## src/rtl/aes_key_expand_seq_if.sv

```systemverilog
// Handshake bundle for the sequential AES-128 key expansion engine.
// slave = the engine, master = whoever starts expansions and consumes round keys.
interface aes_key_expand_seq_if;
    logic         start_i;
    logic [127:0] key_i;
    logic         busy_o;
    logic         rk_valid_o;
    logic         rk_ready_i;
    logic [127:0] rk_o;
    logic [3:0]   rk_idx_o;
    logic [7:0]   rcon_o;
    logic         done_o;
    logic [127:0] last_key_o;
    logic [7:0]   last_rcon_o;

    modport master (
        output start_i, key_i, rk_ready_i,
        input  busy_o, rk_valid_o, rk_o, rk_idx_o, rcon_o, done_o, last_key_o, last_rcon_o
    );

    modport slave (
        input  start_i, key_i, rk_ready_i,
        output busy_o, rk_valid_o, rk_o, rk_idx_o, rcon_o, done_o, last_key_o, last_rcon_o
    );
endinterface

```

## src/rtl/aes_key_expand_seq.sv

```systemverilog
// Forward AES-128 key expansion: streams round keys 0..10 over a valid/ready handshake
// and retains the round-10 key and its Rcon for seeding an inverse scheduler.
module aes_key_expand_seq (
    input  logic                       clk,
    input  logic                       rst_n,
    aes_key_expand_seq_if.slave        bus
);
    typedef enum logic [1:0] {IDLE, EMIT, DONE} state_t;

    // FIPS-197 S-box, byte 0x00 in the most significant position.
    localparam logic [2047:0] SBOX_TBL = {
        128'h637c777bf26b6fc53001672bfed7ab76, 128'hca82c97dfa5947f0add4a2af9ca472c0,
        128'hb7fd9326363ff7cc34a5e5f171d83115, 128'h04c723c31896059a071280e2eb27b275,
        128'h09832c1a1b6e5aa0523bd6b329e32f84, 128'h53d100ed20fcb15b6acbbe394a4c58cf,
        128'hd0efaafb434d338545f9027f503c9fa8, 128'h51a3408f929d38f5bcb6da2110fff3d2,
        128'hcd0c13ec5f974417c4a77e3d645d1973, 128'h60814fdc222a908846eeb814de5e0bdb,
        128'he0323a0a4906245cc2d3ac629195e479, 128'he7c8376d8dd54ea96c56f4ea657aae08,
        128'hba78252e1ca6b4c6e8dd741f4bbd8b8a, 128'h703eb5664803f60e613557b986c11d9e,
        128'he1f8981169d98e949b1e87e9ce5528df, 128'h8ca1890dbfe6426841992d0fb054bb16
    };

    function automatic logic [7:0] sbox(input logic [7:0] x);
        // ~{x,3'b000} == 2047 - 8*x, the MSB of entry x
        return SBOX_TBL[~{x, 3'b000} -: 8];
    endfunction

    function automatic logic [31:0] sub_word(input logic [31:0] w);
        return {sbox(w[31:24]), sbox(w[23:16]), sbox(w[15:8]), sbox(w[7:0])};
    endfunction

    function automatic logic [7:0] xtime(input logic [7:0] r);
        return {r[6:0], 1'b0} ^ (r[7] ? 8'h1b : 8'h00);
    endfunction

    state_t       state_q, state_d;
    logic         busy_q, busy_d;
    logic         valid_q, valid_d;
    logic [127:0] rk_q, rk_d;
    logic [3:0]   idx_q, idx_d;
    logic [7:0]   rcon_q, rcon_d;
    logic [7:0]   nrcon_q, nrcon_d;
    logic         done_q, done_d;
    logic [127:0] last_key_q, last_key_d;
    logic [7:0]   last_rcon_q, last_rcon_d;

    // One key-schedule round, purely combinational from the current round key.
    logic [31:0]  temp, w0_n, w1_n, w2_n, w3_n;
    logic [127:0] rk_next;

    assign temp    = sub_word({rk_q[23:0], rk_q[31:24]}) ^ {nrcon_q, 24'h000000};
    assign w0_n    = rk_q[127:96] ^ temp;
    assign w1_n    = rk_q[95:64]  ^ w0_n;
    assign w2_n    = rk_q[63:32]  ^ w1_n;
    assign w3_n    = rk_q[31:0]   ^ w2_n;
    assign rk_next = {w0_n, w1_n, w2_n, w3_n};

    always_comb begin
        state_d     = state_q;
        busy_d      = busy_q;
        valid_d     = valid_q;
        rk_d        = rk_q;
        idx_d       = idx_q;
        rcon_d      = rcon_q;
        nrcon_d     = nrcon_q;
        done_d      = 1'b0;
        last_key_d  = last_key_q;
        last_rcon_d = last_rcon_q;

        unique case (state_q)
            IDLE: begin
                if (bus.start_i) begin
                    rk_d    = bus.key_i;
                    idx_d   = 4'd0;
                    rcon_d  = 8'h00;
                    nrcon_d = 8'h01;
                    valid_d = 1'b1;
                    busy_d  = 1'b1;
                    state_d = EMIT;
                end
            end
            EMIT: begin
                if (valid_q && bus.rk_ready_i) begin
                    if (idx_q < 4'd10) begin
                        rk_d    = rk_next;
                        idx_d   = idx_q + 4'd1;
                        rcon_d  = nrcon_q;
                        nrcon_d = xtime(nrcon_q);
                    end else begin
                        done_d      = 1'b1;
                        last_key_d  = rk_q;
                        last_rcon_d = 8'h36;
                        valid_d     = 1'b0;
                        busy_d      = 1'b0;
                        state_d     = DONE;
                    end
                end
            end
            DONE: begin
                state_d = IDLE;
            end
            default: begin
                state_d = IDLE;
            end
        endcase
    end

    always_ff @(posedge clk or negedge rst_n) begin
        if (!rst_n) begin
            state_q     <= IDLE;
            busy_q      <= 1'b0;
            valid_q     <= 1'b0;
            rk_q        <= '0;
            idx_q       <= '0;
            rcon_q      <= '0;
            nrcon_q     <= 8'h01;
            done_q      <= 1'b0;
            last_key_q  <= '0;
            last_rcon_q <= '0;
        end else begin
            state_q     <= state_d;
            busy_q      <= busy_d;
            valid_q     <= valid_d;
            rk_q        <= rk_d;
            idx_q       <= idx_d;
            rcon_q      <= rcon_d;
            nrcon_q     <= nrcon_d;
            done_q      <= done_d;
            last_key_q  <= last_key_d;
            last_rcon_q <= last_rcon_d;
        end
    end

    assign bus.busy_o      = busy_q;
    assign bus.rk_valid_o  = valid_q;
    assign bus.rk_o        = rk_q;
    assign bus.rk_idx_o    = idx_q;
    assign bus.rcon_o      = rcon_q;
    assign bus.done_o      = done_q;
    assign bus.last_key_o  = last_key_q;
    assign bus.last_rcon_o = last_rcon_q;
endmodule
```

## src/flat_wrapper.sv

```systemverilog
// flat-port wrapper written by rule: the top's interface ports become plain ports
module aes_key_expand_seq_flat 
  (clk, rst_n, bus_start_i, bus_key_i, bus_rk_ready_i, bus_busy_o, bus_rk_valid_o, bus_rk_o, bus_rk_idx_o, bus_rcon_o, bus_done_o, bus_last_key_o, bus_last_rcon_o);
  aes_key_expand_seq_if bus_i ();
  input  logic clk;
  input  logic rst_n;
  input wire logic [$bits(bus_i.start_i)-1:0] bus_start_i;
  input wire logic [$bits(bus_i.key_i)-1:0] bus_key_i;
  input wire logic [$bits(bus_i.rk_ready_i)-1:0] bus_rk_ready_i;
  output wire logic [$bits(bus_i.busy_o)-1:0] bus_busy_o;
  output wire logic [$bits(bus_i.rk_valid_o)-1:0] bus_rk_valid_o;
  output wire logic [$bits(bus_i.rk_o)-1:0] bus_rk_o;
  output wire logic [$bits(bus_i.rk_idx_o)-1:0] bus_rk_idx_o;
  output wire logic [$bits(bus_i.rcon_o)-1:0] bus_rcon_o;
  output wire logic [$bits(bus_i.done_o)-1:0] bus_done_o;
  output wire logic [$bits(bus_i.last_key_o)-1:0] bus_last_key_o;
  output wire logic [$bits(bus_i.last_rcon_o)-1:0] bus_last_rcon_o;
  assign bus_i.start_i = bus_start_i;
  assign bus_i.key_i = bus_key_i;
  assign bus_i.rk_ready_i = bus_rk_ready_i;
  assign bus_busy_o = bus_i.busy_o;
  assign bus_rk_valid_o = bus_i.rk_valid_o;
  assign bus_rk_o = bus_i.rk_o;
  assign bus_rk_idx_o = bus_i.rk_idx_o;
  assign bus_rcon_o = bus_i.rcon_o;
  assign bus_done_o = bus_i.done_o;
  assign bus_last_key_o = bus_i.last_key_o;
  assign bus_last_rcon_o = bus_i.last_rcon_o;
  aes_key_expand_seq u_core (.clk(clk), .rst_n(rst_n), .bus(bus_i));
endmodule
```

## config.mk

```make
export PLATFORM = sky130hd
export DESIGN_NAME = aes_key_expand_seq_flat
export DESIGN_NICKNAME = d
export VERILOG_FILES = /design/src/rtl/aes_key_expand_seq_if.sv /design/src/rtl/aes_key_expand_seq.sv /design/src/flat_wrapper.sv
export SDC_FILE = /design/constraint.sdc
export NUM_CORES = 1
export LEC_CHECK = 0
export ABC_AREA = 0
export CAP_MARGIN = 20
export CORE_MARGIN = 1
export CORE_UTILIZATION = 35
export CTS_BUF_LIST = sky130_fd_sc_hd__clkbuf_4
export CTS_CLUSTER_DIAMETER = 150
export DETAILED_ROUTE_END_ITERATION = 10
export GPL_TIMING_DRIVEN = 1
export PLACE_DENSITY = 0.6
export SLEW_MARGIN = 20
export SYNTH_ARGS = -nofsm -noshare
export SYNTH_HDL_FRONTEND = slang
export SYNTH_SLANG_ARGS = --single-unit
```

## constraint.sdc

```tcl
create_clock -name clk -period 7.9 [get_ports clk]
set_clock_uncertainty 0.1 [all_clocks]
set_input_delay 1.975 -clock clk [delete_from_list [all_inputs] [get_ports clk]]
set_output_delay 1.975 -clock clk [all_outputs]
set_load 0.02 [all_outputs]
```

* Yosys cells after proc, flatten, opt, wreduce, memory -nomap -nowiden *
Index checks and enable logic that the tools add are counted.

storage, ports and cells
  output and inout bits = 279
  bits in latches = 0
  input bits = 132
  memory bits (writable) = 0
  word-level logic and storage cells = 66
  flip-flop bits (word level) = 281
  memories kept = 0
  bits in read-only memories = 0

cells by class
  bitwise logic cells = 11
  reduce and logical (&&, ||, !) cells = 7
  multiplexer cells = 28
  $lt $le $gt $ge = 1
  add/subtract/negate cells = 1
  multipliers = 0
  eq/ne operators = 5
  shifts and indexed selects = 4
  divide/modulo/power cells = 0

operators with widths
  kind                                                                             number
  2055-bit by 12-bit variable part select with 8-bit output, first input constant  4
  128-bit two-way mux                                                              3
  128-bit case mux with 2 select lines                                             1
  32-bit XOR                                                                       5
  8-bit two-way mux                                                                6
  11-bit inverter                                                                  4
  8-bit case mux with 2 select lines                                               2
  4-bit two-way mux                                                                3
  4-bit case mux with 2 select lines                                               1
  4-bit AND reduction                                                              2
  8-bit XOR                                                                        1
  1-bit two-way mux                                                                6
  2-bit two-way mux                                                                3
  3-bit AND reduction                                                              2
  5-bit two-way mux                                                                1
  4-bit by 1-bit adder with 4-bit output, second input constant                    1
  4-bit < comparator, second input constant                                        1
  2-bit by 1-bit != test with 1-bit output, second input constant                  2
  2-bit != test, second input constant                                             2
  2-bit case mux with 2 select lines                                               1
  2-bit by 1-bit == test with 1-bit output, second input constant                  1
  2-bit zero test                                                                  1
  1-bit case mux with 2 select lines                                               1
  2-bit nonzero test                                                               1
  other kinds (2)                                                                  2

* Depth between registers and ports, before layout *
  word-level depth = 10
  mapped depth = 15

* Worst setup path before layout *
Ideal clock, no wire load.

  kind = register to register
  from = register u_core.rk_q[16], in the netlist u_core.bus.rk_o[16]
  to = register u_core.rk_q[27], in the netlist u_core.bus.rk_o[27]
  required time = 7.714 ns
  arrival time = 3.940 ns
  setup slack = 3.774 ns
  stages on the path, launching flop included = 15
  path buffers = 3
  cell sequence = dfrtp_1 > clkbuf_1 > buf_1 > inv_1 > ha_1 > clkbuf_1 > nor3b_1 > nor2_1 > mux4_2 > mux4_2 > a22oi_1 > xnor2_1 > nor2_1 > a41o_1 > nor3_1

on the way
  longest elaborated chain between the ends = 10

ends and longest elaborated chain
  item                                                       line                       source
  from (decl)                                                aes_key_expand_seq.sv:38   logic [127:0] rk_q, rk_d;
  from (signal assigned)                                     aes_key_expand_seq.sv:123  rk_q <= rk_d;
  11-bit inverter                                            aes_key_expand_seq.sv:24   return SBOX_TBL[~{x, 3'b000} -: 8];
  2055-bit by 12-bit variable part select with 8-bit output  aes_key_expand_seq.sv:24
  32-bit XOR                                                 aes_key_expand_seq.sv:50   assign temp = sub_word({rk_q[23:0], rk_q[31:24]}) ^ {nrcon_q, 24'h000000};
  32-bit XOR                                                 aes_key_expand_seq.sv:51   assign w0_n = rk_q[127:96] ^ temp;
  32-bit XOR                                                 aes_key_expand_seq.sv:52   assign w1_n = rk_q[95:64] ^ w0_n;
  32-bit XOR                                                 aes_key_expand_seq.sv:53   assign w2_n = rk_q[63:32] ^ w1_n;
  32-bit XOR                                                 aes_key_expand_seq.sv:54   assign w3_n = rk_q[31:0] ^ w2_n;
  128-bit two-way mux                                        aes_key_expand_seq.sv:83   if (idx_q < 4'd10) begin
  128-bit two-way mux                                        aes_key_expand_seq.sv:82   if (valid_q && bus.rk_ready_i) begin
  128-bit case mux with 2 select lines                       aes_key_expand_seq.sv:69   unique case (state_q)

Every way passes these cells. The select of a mux whose other input is x is not followed.
A chain may end at the register's enable or synchronous reset.

* Final worst setup path *
  from = register u_core.rk_q[26], in the netlist u_core.bus.rk_o[26]
  to = output bus_rk_o[26]

RTL lines
  item       line                source
  to (decl)  flat_wrapper.sv:12  output wire logic [$bits(bus_i.rk_o)-1:0] bus_rk_o;

No word-level cell between the ends.

==> impl_metrics.yaml <==
grt:
  grt-ovfl-total: 0
  via_count_of_the_first_global_routing_pass: 27260
  largest_net_degree_at_the_start_of_global_routing: 142
  grt_antenna_before_repair: 16
  grtUsageTotal_pct: 30.97
  grt_pass1_wl_um: 186000
synth:
  synth.distinct_cells: 93
  netlist_area_sq_um: 27180
  post-synth-top-area-fraction_pct: 25.41
  register_bit_count_reported_by_yosys: 277
  synth_enable_flop_cells: 0
  synth.yosys.warnings: 0
  yosys_most_used_dff: "sky130_fd_sc_hd__dfrtp_1"
  synthesis.area_per_instance_sq_um: 8.203
  synth.largest_area_cell: "sky130_fd_sc_hd__dfrtp_1"
  netlist_instances: 3313
  synthTopCellsByArea: "sky130_fd_sc_hd__dfrtp_1 (25%), sky130_fd_sc_hd__mux2_2 (6.0%), sky130_fd_sc_hd__mux4_2 (4.4%)"
  seq_area_frac_synth_pct: 25.51
  synth_async_sr_flop_share_pct: 100.0
detailed_routing:
  dr.pass1.iters: 8
  drc_errors: 0
  wl_per_cell_um: 27.56
  antenna_left: 0
  drt_wl_total_um: 126600
  route.detailed.vias_per_inst: 6.548
  dr_total_vias: 30090
  drt_first_iter_violations: 5009
worst_setup_path:
  start_kind: "flip-flop"
  worst-endpoint-required_ps: 5830
  critical_path_arrival_ps: 3230
  worstPathMaxFanout: 58
  critPathCaptureType: "output pin"
  criticalPathCategory: "reg2out"
timing:
  final_setup_violation_count: 0
  final_max_slew_viol_count: 0
  rsz0062_at_grt: "no"
  relSlewSlack_pct: 32.46
  hold_violations: 0
  timing.fmax_mhz: 188.3
  final_period_minus_worst_setup_slack_ps: 5310
  totalNegativeSetupSlack_ps: 0
  portion_of_the_clock_cycle_consumed_by_the_worst_path_in_the_final_layout_pct: 67.21
  max_slew.worst_pin.slew_ps: 1011
finish:
  finish.net_count: 3686
  layout-drive-gt1-share_pct: 14.06
  final_design_area_no_fill_sq_um: 32690
  postLayoutCoreUtil_pct: 42.83
  layout.cells.most_common_list: "sky130_fd_sc_hd__clkdlybuf4s50_1 (405), sky130_fd_sc_hd__dfrtp_1 (263), sky130_fd_sc_hd__a21oi_1 (232), sky130_fd_sc_hd__o21ai_0 (221), sky130_fd_sc_hd__nor2_1 (219)"
  synthToLayoutAreaGrowth_pct: 20.28
  layout_commonest_cell: "sky130_fd_sc_hd__clkdlybuf4s50_1"
floorplanning:
  core-area_sq_um: 76330
  floorplan.initialDensity_pct: 35.61
  num_io_pins: 411
  die_width_um: 280.7
  core.rowCount: 101
  dieArea_sq_um: 78770
  die_height_um: 280.7
placed_design:
  detailedPlacementHpwl_um: 86940
  place_area_sq_um: 31590
  port-buffer-count: 406
  last_weighted_congestion_value_of_the_routability_driven_placer: 1.009
clocking:
  post_cts_hold_buffer_count: 0
  clk_root_buffer_cell: "sky130_fd_sc_hd__clkbuf_4"
  setup_bufs_post_cts: 0
  clock_tree_buffer_depth: 3
  clock_insertion_delay_worst_skew_ps: 910
  clock_slew_at_reported_path_ffs_ps: 60
  cts_tree: "yes"
  ctsHtreeMaxLevel: 3
  cts-resized-gates: 0
  cts_made_buffers: 84
  tritoncts_num_sinks: 277
worst_hold_path:
  hold_path.class: "reg2reg"
run_status:
  run_status: "finished clean"
job:
  timing.max_cap.violations: 0
## kinds of logic after synthesis
logic type               count (synthesis)  share of synthesized area, %
AND/OR/NAND/NOR                        991                         18.14
adder cells (fa/ha/maj)                 61                         2.808
buffers and inverters                  437                         6.791
other                                    1                       0.01380
AO/OA/AOI/OAI                         1167                         29.65
flip-flops                             277                         25.51
XOR/XNOR                               124                         4.585
multiplexers                           255                         12.50
## sequential cells by signal, indices dropped and copies added, names as in the netlist
signal,cells
u_core.bus.rcon_o,5
u_core.bus.done_o,1
u_core.bus.busy_o,1
u_core.nrcon_q,7
u_core.state_q,2
u_core.bus.rk_o,128
u_core.bus.last_key_o,128
u_core.bus.last_rcon_o,1
u_core.bus.rk_idx_o,4
## synthesized netlist by cell type (24+ instances only)
cell type,instances
sky130_fd_sc_hd__o221ai_1,26
sky130_fd_sc_hd__o21ai_0,222
sky130_fd_sc_hd__buf_1,37
sky130_fd_sc_hd__and2_1,24
sky130_fd_sc_hd__or3_1,29
sky130_fd_sc_hd__buf_2,93
sky130_fd_sc_hd__mux2i_1,57
sky130_fd_sc_hd__xnor2_1,72
sky130_fd_sc_hd__nor2_1,223
sky130_fd_sc_hd__a22oi_1,31
sky130_fd_sc_hd__nor2b_1,81
sky130_fd_sc_hd__a31oi_1,75
sky130_fd_sc_hd__o311ai_0,42
sky130_fd_sc_hd__nor3_1,93
sky130_fd_sc_hd__nand3_1,108
sky130_fd_sc_hd__nand2b_1,90
sky130_fd_sc_hd__a211oi_1,44
sky130_fd_sc_hd__mux4_2,53
sky130_fd_sc_hd__dfrtp_1,276
sky130_fd_sc_hd__mux2_2,145
sky130_fd_sc_hd__xor2_1,39
sky130_fd_sc_hd__o22ai_1,52
sky130_fd_sc_hd__o211ai_1,57
sky130_fd_sc_hd__inv_1,40
sky130_fd_sc_hd__nor3b_1,25
sky130_fd_sc_hd__nand2_1,220
sky130_fd_sc_hd__clkbuf_1,231
sky130_fd_sc_hd__a311oi_1,49
sky130_fd_sc_hd__or2_2,24
sky130_fd_sc_hd__ha_1,61
sky130_fd_sc_hd__a21oi_1,234
sky130_fd_sc_hd__o31ai_1,35
## metrics by stage
stage	hold WS, ps	worst slack (ps)	instances
2_1_floorplan	391.3	3774	3316
3_3_place_gp	387.5	3004	4437
3_5_place_dp	394.3	2993	4437
4_1_cts	406.7	2610	4586
5_1_grt	415.1	2488	4593
6_report	402.5	2590	4595
## routing by layer
layer  global-route usage (%)  wire length, um
met4                    11.17             4958
met3                    8.180            15400
met1                    42.82            51700
met5                        0              111
met2                    46.02            54460
## worst max-delay path, cell delays in order, from the launching register on
cell and delay [ps]:
sky130_fd_sc_hd__dfrtp_2 990, sky130_fd_sc_hd__buf_4 610, sky130_fd_sc_hd__clkdlybuf4s50_1 730
## area by class of cell
type | count | area (sq um)
Sequential cell | 277 | 6962
Fill cell | 7792 | 43640
Inverter | 51 | 191.4
Clock buffer | 122 | 915.9
Multi-Input combinational cell | 2602 | 18520
Timing Repair Buffer | 477 | 4631
Antenna cell | 9 | 22.52
Tap cell | 1030 | 1289
Clock inverter | 27 | 161.4
## worst paths after layout
kind	to	depth (start not counted)	slack [ps]	startpoint
setup / recovery	bus_rk_o[26]	2	2590	u_core.bus.rk_o[26]
hold / removal	u_core.bus.last_key_o[12]	1	400	u_core.bus.last_key_o[12]
setup reg to reg	u_core.bus.rk_o[16]	10	2820	u_core.bus.rk_o[9]
hold reg to reg	u_core.bus.last_key_o[12]	1	400	u_core.bus.last_key_o[12]
max in group asynchronous	u_core.bus.rk_o[11]	2	5400	rst_n
min in group asynchronous	u_core.bus.last_key_o[31]	1	910	rst_n
Power is not shown: default switching activity piles up to over one toggle a cycle in this logic, so the estimate is an artifact.
